### src/rtl/serial_full_subtractor.sv
`default_nettype none
// ============================================================================
// Module   : serial_full_subtractor
// Purpose  : Bit-serial N-bit subtractor, diff = a - b - bin, LSB first,
//            with valid/ready handshakes on both sides.
// Option   : define SERIAL_FULL_SUBTRACTOR_SIGNED_EN to enable the ovf flag.
// Revision : 1.0
// ============================================================================
module serial_full_subtractor #(
   parameter int N = 8
) (
   input  logic         clk,
   input  logic         rst,
   input  logic         in_valid,
   output logic         in_ready,
   input  logic [N-1:0] a,
   input  logic [N-1:0] b,
   input  logic         bin,
   output logic         out_valid,
   input  logic         out_ready,
   output logic [N-1:0] diff,
   output logic         bout,
   output logic         ovf
);

   localparam int                CNT_W  = (N > 1) ? $clog2(N) : 1;
   localparam logic [CNT_W-1:0]  C_LAST = CNT_W'(N - 1);

   typedef enum logic [1:0] {
      S_IDLE = 2'd0,
      S_RUN  = 2'd1,
      S_DONE = 2'd2
   } state_t;

   state_t           r_state;
   logic [N-1:0]     r_a;
   logic [N-1:0]     r_b;
   logic [N-1:0]     r_diff;
   logic             r_br;
   logic             r_bout;
   logic [CNT_W-1:0] r_cnt;

   logic             w_ai;
   logic             w_bi;
   logic             w_d;
   logic             w_br_next;
   logic             w_last;
   logic [N:0]       w_cat;

   assign w_ai      = r_a[0];
   assign w_bi      = r_b[0];
   assign w_d       = w_ai ^ w_bi ^ r_br;
   assign w_br_next = (~w_ai & w_bi) | (~(w_ai ^ w_bi) & r_br);
   assign w_last    = (r_cnt == C_LAST);
   // New difference bit enters at the MSB; slicing the concatenation keeps N=1 legal.
   assign w_cat     = {w_d, r_diff};

   always_ff @(posedge clk or posedge rst) begin
      if (rst) begin
         r_state <= S_IDLE;
         r_a     <= '0;
         r_b     <= '0;
         r_diff  <= '0;
         r_br    <= 1'b0;
         r_bout  <= 1'b0;
         r_cnt   <= '0;
      end else begin
         case (r_state)
            S_IDLE: begin
               if (in_valid) begin
                  r_a     <= a;
                  r_b     <= b;
                  r_br    <= bin;
                  r_cnt   <= '0;
                  r_state <= S_RUN;
               end
            end
            S_RUN: begin
               r_a    <= r_a >> 1;
               r_b    <= r_b >> 1;
               r_br   <= w_br_next;
               r_diff <= w_cat[N:1];
               r_cnt  <= r_cnt + CNT_W'(1);
               if (w_last) begin
                  r_bout  <= w_br_next;
                  r_state <= S_DONE;
               end
            end
            S_DONE: begin
               if (out_ready) begin
                  r_state <= S_IDLE;
               end
            end
            default: r_state <= S_IDLE;
         endcase
      end
   end

`ifdef SERIAL_FULL_SUBTRACTOR_SIGNED_EN
   logic r_ovf;

   // Signed overflow: borrow into the MSB differs from borrow out of it.
   always_ff @(posedge clk or posedge rst) begin
      if (rst) begin
         r_ovf <= 1'b0;
      end else if (r_state == S_RUN && w_last) begin
         r_ovf <= r_br ^ w_br_next;
      end
   end

   assign ovf = r_ovf;
`else
   assign ovf = 1'b0;
`endif

   assign in_ready  = (r_state == S_IDLE);
   assign out_valid = (r_state == S_DONE);
   assign diff      = r_diff;
   assign bout      = r_bout;

endmodule
`default_nettype wire
### config.mk
export PLATFORM = sky130hd
export DESIGN_NAME = serial_full_subtractor
export DESIGN_NICKNAME = d
export VERILOG_FILES = /design/src/rtl/serial_full_subtractor.sv
export SDC_FILE = /design/constraint.sdc
export NUM_CORES = 1
export LEC_CHECK = 0
export ABC_AREA = 1
export CAP_MARGIN = 30
export CORE_MARGIN = 2
export CORE_UTILIZATION = 45
export CTS_CLUSTER_DIAMETER = 80
export DETAILED_ROUTE_END_ITERATION = 8
export PLACE_DENSITY = 0.75
export SLEW_MARGIN = 20
export SYNTH_ARGS = -nofsm -noshare
export SYNTH_HDL_FRONTEND = slang
export SYNTH_SLANG_ARGS = --single-unit
### constraint.sdc
create_clock -name clk -period 1 [get_ports clk]
set_input_delay 0.2 -clock clk [delete_from_list [all_inputs] [get_ports clk]]
set_output_delay 0.2 -clock clk [all_outputs]
set_load 0.01 [all_outputs]
==> results of run 1 <==
## critical path, cell delays in order, from the launching register on
cell and delay, ns:
dfrtp_2 0.47, nor2_2 0.12, buf_2 0.14
## power by group through the flow
stage               logic, W  registers [W]  clock network, W
finish               0.00503        0.00221          0.000742
global route         0.00543        0.00226          0.000820
CTS                  0.00424        0.00213          0.000750
detailed placement   0.00298        0.00215                 0
global placement     0.00288        0.00212                 0
floorplan            0.00174        0.00220                 0
## how the worst min path moves through the flow
stage	end	start	slack (ns)
CTS	diff[5]	rst	0.20
global placement	r_b[2]	r_b[2]	0.46
finish	diff[5]	rst	0.19
global route	diff[5]	rst	0.21
detailed placement	r_b[2]	r_b[2]	0.47
floorplan	bout	rst	0.30
## Yosys cell counts
library cell | n | area share
fa_1 | 1 | 0.013
inv_2 | 1 | 0.0024
nand2_1 | 87 | 0.21
inv_1 | 34 | 0.083
ha_1 | 2 | 0.016
buf_2 | 2 | 0.0065
nand3_1 | 18 | 0.059
a21oi_1 | 1 | 0.0033
nor2_1 | 4 | 0.0098
dfrtp_1 | 31 | 0.50
nand2_2 | 1 | 0.0041
conb_1 | 1 | 0.0024
inv_6 | 1 | 0.0057
buf_6 | 3 | 0.022
buf_4 | 3 | 0.015
nand2_4 | 2 | 0.015
o31ai_1 | 1 | 0.0049
a21oi_2 | 1 | 0.0057
o21ai_0 | 5 | 0.016
## final cells by class
cell class | count | area share
clock buffers | 5 | 0.01425
clock inverters | 3 | 0.005701
inverters | 36 | 0.05701
multi-input cells | 126 | 0.3316
flip-flops and latches | 31 | 0.2955
well taps | 46 | 0.02185
repair buffers | 75 | 0.2665
repair inverters | 2 | 0.007601
## kinds of logic after synthesis
family                   count (synthesis)  share of synthesized area
buffers and inverters                   44                     0.1343
other                                    1                   0.002439
AO/OA/AOI/OAI                            8                    0.03010
AND/OR/NAND/NOR                        112                     0.2994
adder cells (fa/ha/maj)                  3                    0.02929
flip-flops                              31                     0.5045
## registers in the layout, indices dropped and copies added (netlist names)
signal   flops
bout         1
diff         8
r_a          8
r_b          8
r_br         1
r_cnt        3
r_state      2
## routing by layer
layer / up-vias / GRT usage / wire [µm]
met5: - / 0 / 0
met4: 0 / 0.1389 / 192
met3: 19 / 0.05586 / 257
met2: 64 / 0.4328 / 2598
met1: 749 / 0.3017 / 1855
li1: 751 / - / -
## metrics by stage
step	TNS, ns	instances
global placement	-7.722	288
finish	-7.121	324
CTS	-5.730	318
detailed placement	-8.517	288
floorplan	-0.7739	199
global route	-8.593	324
## timing repair
item	CTS	global route
endpoints found under the setup margin	42	42
pin swaps	19	14
resized for setup	109	29
cloned	7	0
setup buffers	16	7
==> summary.md, run 1 <==
| Metric | Value |
|---|---|
| Inserted Clock Buffers | 5 |
| P_leak | approximately 1.5 nW |
| Num ports | 33 |
| Die extent in x | 62.46 µm |
| Finished Cell Area | ~2600 µm² |
| Core Region | about 3300 µm² |
| Seq pwr share | 0.277 |
| Post-route DRC | 0 |
| Die area | ~3900 µm² |
| Avg Cell Area, Syn | about 7.7 µm² |
| CP endpoint | out_valid |
| Final GP Congestion | between 0.7 and 0.8 |
| Final ANT Viol Nets | 0 |
| Logic pwr share | 0.630 |
| ANT cells | 0 |
| DR WL/cell | between 15 and 20 µm |
| Syn-to-layout area delta | 71.28% |
| Mapped Cells | slightly below 200 |
| Hold WC Path Type | primary input to async pin |
| Worst setup margin | -0.2751 ns |
| Final-layout fill cell count | between 200 and 250 |
| Vias in the first global route | ~1600 |
| Hpwl dp | 2080 µm |
| CTS clk-pin slew, worst paths | about 0.11 ns |
| Critical Path AT | around 1.1 ns |
| Critical Path Fanout Max | 3 |
| Unrepaired setup endpoints after global routing | true |
| Syn Std Cell Area | about 1500 µm² |
| Minimum clock period | 1.275 ns |
| CP endpoint kind | primary output |
| Hold Buf Count CTS | 0 |
| Final WL | 4903 µm |
| Synth cell types | 19 |
| Fin crit share | 1.275 |
| Clock buffer depth | 2 |
| Sw Ratio | 0.4378 |
| Failing checks | setup timing |
| Worst R2R End | r_b[1] |
| Commonest non-fill, non-tap cell in the layout | nand2_1 |
| Psw | roughly 0.0035 W |
| Int Pwr | about 0.0045 W |
| Initial DRC count | 85 |
| Util after Layout | 0.7955 |
| Largest net degree at the start of global routing | 32 |
| Syn. warnings | 0 |
| Post-Place Worst Slack | -0.3177 ns |
| Worst Path Required | about 0.8 ns |
| Post-DP Area | between 2000 and 2500 µm² |
| Worst-skew pair later-pin latency | 0.35 ns |
| Starting density of the core | 0.4645 |
| Via count | ~1600 |
| Port bufs | 31 |
| Final Max Tran Viols | 0 |
| H-tree Lvls | 2 |
| CP Class | register to primary output |
| Pwr dens | just over 3000 nW/µm² |
| CTS root buffer | clkbuf_4 |
| First-pass GRT wire length | ~7500 µm |
| CTS sink cnt | 31 |
| Max VDD drop | 1.680 mV |
| #FFs+latches synth | 31 |
| Clock power share | 0.093 |
| Commonest cells after routing, fill and taps aside | 67 x nand2_1, 31 x inv_1, 29 x dfrtp_1 |
| Fin. Hold Viols | 0 |
| Worst reg-to-reg path cell count | 7 |
| Total Nets Final | approximately 300 |
| Seq/Total Area, Yosys | 0.5045 |
| Max_cap viols | 0 |
| GRT overflow | 0 |
| CP startpoint | r_state[0] |
| Multi-input logic area | roughly 870 µm² |
| Reg2reg start | r_state[1] |
| CTS tree | built |
| Final Skew | approximately 0.012 ns |
| Final setup viols | 42 |
| Row count | 21 |
| Die boundary height | between 60 and 70 µm |
| Initial antenna violation count | 0 |
| Pre-Repair DR Iteration Count | 4 |
| Synth Net Count | between 200 and 250 |
| R2R setup slack | -0.25 ns |
| Total Power | between 0.007 and 0.008 W |
| Layout cells sized above 1 | 0.4568 |
| Vias per std cell | 4.886 |
| Status | finished, violations left |
| Tot GR Track Use | 0.2553 |
| CP Launch Type | register |
| Register area | about 780 µm² |
| Max Fclk | roughly 800 MHz |
| WHS | 0.1868 ns |
No activity file was read; power rests on OpenSTA's default activity.
==> inputs of run 2 (changes only) <==
--- a/config.mk
+++ b/config.mk
@@ -6,7 +6,7 @@
 export NUM_CORES = 1
 export LEC_CHECK = 0
 export ABC_AREA = 1
-export CAP_MARGIN = 30
+export CAP_MARGIN = 10
 export CORE_MARGIN = 2
 export CORE_UTILIZATION = 45
 export CTS_CLUSTER_DIAMETER = 80
==> results of run 2 <==
Final layout, timing and power as in run 1 (identical DEF).
